**src/rtl/dnn_dp_pkg.sv**
```systemverilog
// Shared definitions for the MFCC frame scheduler.
// Holds the default coefficient geometry, the read-side FSM encoding,
// the per-bank occupancy constants and a saturating counter helper.
package dnn_dp_pkg;

  localparam int DW_DEF    = 32;
  localparam int IW_DEF    = 5;
  localparam int NCOEF_DEF = 26;

  typedef enum logic [1:0] {
    ST_IDLE     = 2'd0,
    ST_SEND     = 2'd1,
    ST_WAIT_DNN = 2'd2
  } rd_state_e;

  localparam logic BANK_EMPTY = 1'b0;
  localparam logic BANK_FULL  = 1'b1;

  // 8-bit increment that sticks at 255.
  function automatic logic [7:0] sat_inc8(input logic [7:0] v);
    return (v == 8'hFF) ? v : (v + 8'd1);
  endfunction

endpackage

```
**src/rtl/frame_bank_ram.sv**
```systemverilog
// Simple dual-port frame buffer RAM with a registered read port.
// The bank select is the address MSB, so each bank spans 2**(AW-1) words
// of which only the first NCOEF are used.
// Ports:
//   clk      in   clock
//   i_rst_n  in   async active-low reset (read register only)
//   i_we     in   write enable
//   i_waddr  in   AW  write address {bank, index}
//   i_wdata  in   DW  write data
//   i_re     in   read enable
//   i_raddr  in   AW  read address {bank, index}
//   o_rdata  out  DW  registered read data
module frame_bank_ram #(
  parameter int DW = 32,
  parameter int AW = 6
) (
  input  logic          clk,
  input  logic          i_rst_n,
  input  logic          i_we,
  input  logic [AW-1:0] i_waddr,
  input  logic [DW-1:0] i_wdata,
  input  logic          i_re,
  input  logic [AW-1:0] i_raddr,
  output logic [DW-1:0] o_rdata
);

  logic [DW-1:0] r_mem [0:(1<<AW)-1];
  logic [DW-1:0] r_rdata;

  // Storage array write port (no reset on the array itself).
  always_ff @(posedge clk) begin
    if (i_we) begin
      r_mem[i_waddr] <= i_wdata;
    end
  end

  // Registered read port; cleared on reset so the output starts at zero.
  always_ff @(posedge clk or negedge i_rst_n) begin
    if (!i_rst_n) begin
      r_rdata <= {DW{1'b0}};
    end else if (i_re) begin
      r_rdata <= r_mem[i_raddr];
    end
  end

  assign o_rdata = r_rdata;

endmodule

```
**src/rtl/mfc_frame_scheduler.sv**
```systemverilog
// MFCC frame scheduler between the MFCC front end and DNN_main / DP_main.
// Collects one frame of coefficients into a 2-bank buffer, streams each
// complete frame to the DNN as a contiguous burst, waits for the DNN result
// (or a timeout), gates silence by VAD with a hangover and tells DP_main
// when an utterance has closed.
// Ports:
//   clk, reset          clock, async active-low reset
//   mfc_i/mfc_index/mfc_dv/vad_i   coefficient input stream with VAD flag
//   dnn_vec_o/dnn_dv_o  coefficient burst to DNN_main
//   dnn_done_i          DNN_main frame result strobe
//   dp_vad_o            VAD tag of the frame last sent
//   dp_clear_o          one-cycle utterance-closed pulse
//   frame_cnt_o         frames forwarded (wraps)
//   drop_cnt_o          frames dropped on overflow / sequence error (saturates)
//   ovf_o, timeout_o    sticky overflow / DNN timeout flags
module mfc_frame_scheduler
  import dnn_dp_pkg::*;
#(
  parameter int DW      = DW_DEF,
  parameter int IW      = IW_DEF,
  parameter int NCOEF   = NCOEF_DEF,
  parameter int HANG    = 8,
  parameter int TIMEOUT = 4096
) (
  input  logic          clk,
  input  logic          reset,
  input  logic [DW-1:0] mfc_i,
  input  logic [IW-1:0] mfc_index,
  input  logic          mfc_dv,
  input  logic          vad_i,
  output logic [DW-1:0] dnn_vec_o,
  output logic          dnn_dv_o,
  input  logic          dnn_done_i,
  output logic          dp_vad_o,
  output logic          dp_clear_o,
  output logic [15:0]   frame_cnt_o,
  output logic [7:0]    drop_cnt_o,
  output logic          ovf_o,
  output logic          timeout_o
);

  localparam int HW = (HANG > 0) ? $clog2(HANG + 1) : 1;
  localparam int TW = $clog2(TIMEOUT) + 1;
  localparam logic [IW-1:0] WR_LAST = IW'(NCOEF - 1);
  localparam logic [IW:0]   RD_LAST = (IW + 1)'(NCOEF);
  localparam logic [HW-1:0] HANG_W  = HW'(HANG);
  localparam logic [TW-1:0] TO_LAST = TW'(TIMEOUT - 1);

  // write side state
  logic          r_wr_bank;
  logic          r_filling;
  logic [IW-1:0] r_expect;
  logic          r_cur_tag;
  logic [1:0]    r_bank_tag;
  logic [HW-1:0] r_hang;
  logic [7:0]    r_drop_cnt;
  logic          r_ovf;
  // read side state
  rd_state_e     r_state;
  logic          r_rd_bank;
  logic [1:0]    r_full;
  logic [IW:0]   r_rd_idx;
  logic [TW-1:0] r_to;
  logic          r_dnn_dv;
  logic          r_dp_vad;
  logic          r_dp_clear;
  logic          r_utt_open;
  logic [15:0]   r_frame_cnt;
  logic          r_timeout;

  logic          w_idx0, w_voice, w_start_keep, w_start_ovf;
  logic          w_in_seq, w_seq_err, w_last;
  logic [1:0]    w_set, w_clr;
  rd_state_e     w_state_n;
  logic          w_rd_en, w_to_hit, w_clear;
  logic [DW-1:0] w_rdata;

  // Write-side decode. A silent frame (tag 0, hangover expired) is ignored
  // before the bank-full check, so gated silence never counts as overflow.
  always_comb begin
    w_idx0       = mfc_dv && (mfc_index == {IW{1'b0}});
    w_voice      = vad_i || (r_hang != {HW{1'b0}});
    w_start_keep = w_idx0 && w_voice && !(&r_full);
    w_start_ovf  = w_idx0 && w_voice && (&r_full);
    w_in_seq     = mfc_dv && r_filling && !w_idx0 && (mfc_index == r_expect);
    w_seq_err    = mfc_dv && r_filling && !w_idx0 && (mfc_index != r_expect);
    w_last       = w_in_seq && (mfc_index == WR_LAST);
    w_set        = 2'b00;
    if (w_last) begin
      w_set[r_wr_bank] = BANK_FULL;
    end else begin
      w_set = 2'b00;
    end
  end

  // Write sequencer, VAD hangover, drop/overflow accounting.
  always_ff @(posedge clk or negedge reset) begin
    if (!reset) begin
      r_wr_bank  <= 1'b0;
      r_filling  <= 1'b0;
      r_expect   <= {IW{1'b0}};
      r_cur_tag  <= 1'b0;
      r_bank_tag <= 2'b00;
      r_hang     <= {HW{1'b0}};
      r_drop_cnt <= 8'd0;
      r_ovf      <= 1'b0;
    end else begin
      if (w_start_keep) begin
        r_filling <= 1'b1;
        r_expect  <= {{(IW-1){1'b0}}, 1'b1};
        r_cur_tag <= vad_i;
        r_hang    <= vad_i ? HANG_W : (r_hang - 1'b1);
      end else if (w_idx0) begin
        // overflow or gated silence: ignore the rest of this frame
        r_filling <= 1'b0;
        r_expect  <= {IW{1'b0}};
        if (w_start_ovf) begin
          r_ovf      <= 1'b1;
          r_drop_cnt <= sat_inc8(r_drop_cnt);
        end
      end else if (w_in_seq) begin
        if (w_last) begin
          r_filling             <= 1'b0;
          r_expect              <= {IW{1'b0}};
          r_bank_tag[r_wr_bank] <= r_cur_tag;
          r_wr_bank             <= ~r_wr_bank;
        end else begin
          r_expect <= r_expect + 1'b1;
        end
      end else if (w_seq_err) begin
        r_filling  <= 1'b0;
        r_expect   <= {IW{1'b0}};
        r_drop_cnt <= sat_inc8(r_drop_cnt);
      end
    end
  end

  // Read FSM next state; the RAM read for word 0 is issued while still in
  // IDLE so the first word appears two cycles after the frame completes.
  always_comb begin
    w_state_n = r_state;
    w_rd_en   = 1'b0;
    w_clr     = 2'b00;
    w_to_hit  = 1'b0;
    case (r_state)
      ST_IDLE: begin
        if (r_full[r_rd_bank] == BANK_FULL) begin
          w_state_n = ST_SEND;
          w_rd_en   = 1'b1;
        end else begin
          w_state_n = ST_IDLE;
        end
      end
      ST_SEND: begin
        if (r_rd_idx == RD_LAST) begin
          w_state_n = ST_WAIT_DNN;
        end else begin
          w_rd_en = 1'b1;
        end
      end
      ST_WAIT_DNN: begin
        if (dnn_done_i || (r_to == TO_LAST)) begin
          w_state_n        = ST_IDLE;
          w_clr[r_rd_bank] = 1'b1;
          w_to_hit         = !dnn_done_i;
        end else begin
          w_state_n = ST_WAIT_DNN;
        end
      end
      default: w_state_n = ST_IDLE;
    endcase
  end

  // Utterance close: hangover expired, nothing buffered, being written or in flight.
  always_comb begin
    w_clear = r_utt_open && (r_hang == {HW{1'b0}}) && (r_state == ST_IDLE) &&
              (r_full == {2{BANK_EMPTY}}) && !r_filling && !w_start_keep;
  end

  // Read FSM state, bank occupancy, burst output and counters.
  always_ff @(posedge clk or negedge reset) begin
    if (!reset) begin
      r_state     <= ST_IDLE;
      r_rd_bank   <= 1'b0;
      r_full      <= {2{BANK_EMPTY}};
      r_rd_idx    <= {(IW+1){1'b0}};
      r_to        <= {TW{1'b0}};
      r_dnn_dv    <= 1'b0;
      r_dp_vad    <= 1'b0;
      r_dp_clear  <= 1'b0;
      r_utt_open  <= 1'b0;
      r_frame_cnt <= 16'd0;
      r_timeout   <= 1'b0;
    end else begin
      r_state    <= w_state_n;
      r_dnn_dv   <= w_rd_en;
      r_dp_clear <= w_clear;
      // fill and release touch different banks, so both apply in one cycle
      r_full     <= (r_full & ~w_clr) | w_set;
      r_rd_idx   <= w_rd_en ? (r_rd_idx + 1'b1) : {(IW+1){1'b0}};
      r_to       <= (r_state == ST_WAIT_DNN) ? (r_to + 1'b1) : {TW{1'b0}};
      if ((r_state == ST_IDLE) && w_rd_en) begin
        r_dp_vad <= r_bank_tag[r_rd_bank];
      end
      if ((r_state == ST_SEND) && (w_state_n == ST_WAIT_DNN)) begin
        r_frame_cnt <= r_frame_cnt + 16'd1;
        r_utt_open  <= 1'b1;
      end else if (w_clear) begin
        r_utt_open <= 1'b0;
      end
      if (|w_clr) begin
        r_rd_bank <= ~r_rd_bank;
      end
      if (w_to_hit) begin
        r_timeout <= 1'b1;
      end
    end
  end

  frame_bank_ram #(
    .DW (DW),
    .AW (IW + 1)
  ) u_ram (
    .clk     (clk),
    .i_rst_n (reset),
    .i_we    (w_start_keep || w_in_seq),
    .i_waddr ({r_wr_bank, mfc_index}),
    .i_wdata (mfc_i),
    .i_re    (w_rd_en),
    .i_raddr ({r_rd_bank, r_rd_idx[IW-1:0]}),
    .o_rdata (w_rdata)
  );

  assign dnn_vec_o   = w_rdata;
  assign dnn_dv_o    = r_dnn_dv;
  assign dp_vad_o    = r_dp_vad;
  assign dp_clear_o  = r_dp_clear;
  assign frame_cnt_o = r_frame_cnt;
  assign drop_cnt_o  = r_drop_cnt;
  assign ovf_o       = r_ovf;
  assign timeout_o   = r_timeout;

endmodule

```
**config.mk**
```make
export PLATFORM = sky130hd
export DESIGN_NAME = mfc_frame_scheduler
export DESIGN_NICKNAME = d
export VERILOG_FILES = /design/src/rtl/dnn_dp_pkg.sv /design/src/rtl/frame_bank_ram.sv /design/src/rtl/mfc_frame_scheduler.sv
export SDC_FILE = /design/constraint.sdc
export NUM_CORES = 2
export LEC_CHECK = 0
export BUFFER_PORTS_ARGS = -buffer_cell sky130_fd_sc_hd__buf_2
export CORE_MARGIN = 3
export CORE_UTILIZATION = 62
export DETAILED_ROUTE_END_ITERATION = 8
export PLACE_DENSITY = 0.81
export SETUP_SLACK_MARGIN = 0.15
export SYNTH_ARGS = -nofsm -noshare
export SYNTH_HDL_FRONTEND = slang
export SYNTH_SLANG_ARGS = --single-unit
```
**constraint.sdc**
```tcl
create_clock -name clk -period 5.9 [get_ports clk]
set_input_delay 0 -clock clk [delete_from_list [all_inputs] [get_ports clk]]
set_output_delay 0 -clock clk [all_outputs]
set_load 0.02 [all_outputs]
```
==> impl_metrics.py <==
metrics = {
    "pwr": {
        "p_leak_nw": 28.3,
        "p_int_mw": 23.8,
        "design_power_total_mw": 29.7,
        "pwr-share-seq": 0.562,
        "power_density_mw_per_mm2": 320,
        "p_sw_frac": 0.199,
        "clock_power_share": 0.423,
        "ir_worst_vdd_mv": 0.284,
        "p_switching_mw": 5.90,
        "comb_power_share": 0.015,
    },
    "timing": {
        "slew_violations": 3,
        "max_slew_margin": -0.0248,
        "max_freq_mhz": 244,
        "setup_violations": 0,
        "setup_tns_ps": 0,
        "fin_crit_sh": 0.693,
        "clock_skew_ps": 36.9,
        "rsz0062_at_grt": "false",
        "fin_crit_ps": 4090,
        "final_hold_viol_count": 0,
        "tightest_slew_ps": 1530,
    },
    "setup_path": {
        "crit_type": "reg2reg",
        "crit_buf_inv": 1,
        "max_stage_delay_ps": 1070,
        "crit_required_ps": 6540,
        "path_cells": "buf_12 -> mux4_2 -> mux2i_1 -> o22ai_1 -> o211ai_1 -> o31ai_1",
        "arrival_ps": 4730,
        "start_kind": "flip-flop",
        "end_kind": "flip-flop",
        "reg2reg_to": "u_ram.o_rdata[22]",
        "r2r_setup_slack_ps": 1810,
        "reg2reg_from": "r_rd_idx[0]",
        "r2r_cells": 6,
        "cp_max_fo": 58,
        "cp_top_family": "compound AO/OA/AOI/OAI gates",
        "crit_slowest_cell": "o211ai_1",
    },
    "route": {
        "drtPass1Iterations": 6,
        "drt-total-wl_um": 216000,
        "num_vias": 42806,
        "ant_nets": 0,
        "wl_per_cell_um": 35.7,
        "drtIter0Drc": 6576,
        "drc": 0,
        "viasPerCell": 7.07,
    },
    "worst_hold_path": {
        "hp-start": "mfc_i[16]",
        "whs_path_depth": 1,
        "holdPathEnd": "u_ram.r_mem[13][16]",
        "hp-class": "in2reg",
    },
    "clock_tree": {
        "numCtsBuffers": 196,
        "clock-sinks": 2148,
        "cts_setup_buffers": 0,
        "cts_buffer_depth": 3,
        "htree_levels": 4,
        "clock_latency_ps": 830,
        "clk_pin_slew_ps": 60,
        "cts_tree": "yes",
        "cts-root-buf": "clkbuf_16",
    },
    "die": {
        "ios": 103,
        "die_w_um": 372,
        "die_h_um": 372,
        "dieArea_mm2": 0.138,
        "coreArea_mm2": 0.132,
        "start_util": 0.628,
        "row_count": 133,
    },
    "finish": {
        "drive_gt1_frac": 0.242,
        "fill_cells": 7274,
        "area.growth.synth_to_final_pct": 11.7,
        "fin_area_mm2": 0.0929,
        "regArea_mm2": 0.0640,
        "layout.nets": 4176,
        "multiInputGateArea_mm2": 0.0184,
    },
    "synthesis": {
        "synth_seq_cells": 2148,
        "synth_fp_nets": 3946,
        "ys_types": 66,
        "ys_top_cells_by_area": "edfxtp_1 (74%), mux4_2 (12%), mux2i_1 (3.4%)",
        "async_flop_share": 0.0466,
        "yosysWarnings": 0,
        "syn_area_per_cell_um2": 21.3,
        "synthCells": 3897,
        "synth.top_cell.area_share": 0.740,
        "synth_area_mm2": 0.0831,
        "ys.flop_type": "edfxtp_1",
        "synth_sequential_area_ratio": 0.770,
        "yosys.area.top_type": "edfxtp_1",
        "synth-edff-count": 2048,
    },
    "outcome": {
        "failed_checks": "max-capacitance violations, max-slew violations",
        "status": "complete, but fails checks",
    },
    "place": {
        "place_area_mm2": 0.0861,
        "gp_congestion": 0.928,
        "numPortBuffers": 102,
        "dp_hpwl_um": 115000,
    },
    "grt": {
        "grt_antenna_before_repair": 12,
        "grt_start_max_net_pins": 109,
        "grt_pass1_vias": 42641,
        "grt_pass1_wl_um": 309000,
        "gr-usage-all-layers": 0.318,
        "overflow": 0,
    },
    "flow_run": {
        "maxCapViolations": 1,
    },
}
## cells by family (layout without fill, tap and decap cells)
family | count (synthesis) | after routing | share of synthesized area
AOI/OAI and AO/OA | 304 | 304 | 0.0268
xor gates and xnor gates | 42 | 42 | 0.00443
adders and majority gates | 7 | 7 | 0.00105
buffers and inverters | 225 | 617 | 0.0144
DFF | 2148 | 2148 | 0.770
muxes | 763 | 763 | 0.160
other | 0 | 7 | 0
and+or+nand+nor | 408 | 408 | 0.0230
## flip-flops by register name (all words and copies together), names as in the netlist, 2 cells and up
name and count:
r_rd_idx 6, drop_cnt_o 8, u_ram.o_rdata 32, r_state 2, r_bank_tag 2, frame_cnt_o 16
r_to 13, r_hang 4, r_full 2, r_expect 5, u_ram.r_mem 2048
## metrics by stage
stage,cells,hold WS [ps],setup slack [ps],util
after detailed placement,5634,33.7,2000,0.651
after global placement,5634,31.8,1990,0.650
after global routing,6044,78.1,1820,0.702
after CTS,6044,9.69,2010,0.702
after floorplan,3897,-296,2390,-
final,6051,45.4,1810,0.702
## cell usage in the layout (no fill, tap or decap), types with 37 or more instances in the layout
| cell type | n |
|---|---|
| buf_2 | 100 |
| a22oi_1 | 53 |
| buf_4 | 81 |
| edfxtp_1 | 2048 |
| dfrtp_1 | 96 |
| a211oi_1 | 51 |
| clkbuf_1 | 49 |
| nor2_4 | 65 |
| mux2i_1 | 284 |
| clkbuf_16 | 198 |
| clkinv_1 | 37 |
| nand2_1 | 92 |
| mux4_2 | 451 |
| dlygate4sd3_1 | 49 |
| nor2_1 | 114 |
## power by group through the flow
stage | clock network (mW) | logic, mW | registers, mW
final | 12.6 | 0.438 | 16.7
after global routing | 13.2 | 0.459 | 16.7
after CTS | 12.6 | 0.431 | 16.7
after detailed placement | 0 | 0.400 | 17.0
after global placement | 0 | 0.379 | 17.0
after floorplan | 0 | 0.0474 | 17.1
## timing repair
action,4_1_cts,5_1_grt
hold buffers,50,0
gates resized for setup,0,0
hold endpoints to repair,1986,0
## synth_stat cells (15+ instances only)
cell type / instances
nand2_1: 92
buf_6: 15
a221oi_1: 30
dfrtp_1: 100
and3_1: 15
mux4_2: 451
clkbuf_1: 54
nor2_1: 180
o22ai_1: 24
buf_4: 32
o31ai_1: 29
buf_1: 18
xnor2_1: 30
mux2i_1: 284
o211ai_1: 24
a211oi_1: 52
a22oi_1: 53
nand3_1: 33
buf_2: 93
edfxtp_1: 2048
mux2_2: 27
a21oi_1: 36
## worst reg2reg max path: stages, from the launching register on
cell,delay (ps)
dfrtp_4,900
buf_12,470
mux4_2,680
mux2i_1,330
o22ai_1,250
o211ai_1,1070
o31ai_1,190
## cell type report
cell class | count | area share
clock inverters | 109 | 0.0116
well taps | 1755 | 0.0236
multi-input cells | 1524 | 0.198
diodes | 7 | 0.000189
flip-flops and latches | 2148 | 0.689
repair buffers | 244 | 0.0203
clock buffers | 251 | 0.0559
inverters | 13 | 0.000525
## worst max path at each step
stage               slack [ps]             endpoint  cells after the start         from
finish                    1810    u_ram.o_rdata[22]                      6  r_rd_idx[0]
CTS                       2010    u_ram.o_rdata[17]                      6  r_rd_idx[0]
floorplan                 2390   u_ram.r_mem[13][0]                      9    r_hang[0]
global placement          1990    u_ram.o_rdata[10]                      5  r_rd_idx[2]
global route              1820    u_ram.o_rdata[22]                      6  r_rd_idx[0]
detailed placement        2000  u_ram.r_mem[46][18]                      7    r_hang[0]
## routing by layer
metal	global-route usage	share of wire	vias to the layer above
li1	-	-	16688
met1	0.421	0.34	22159
met2	0.492	0.47	3379
met3	0.0954	0.13	580
met4	0.154	0.055	0
met5	0	0	-
(Power assumes the default switching activity.)
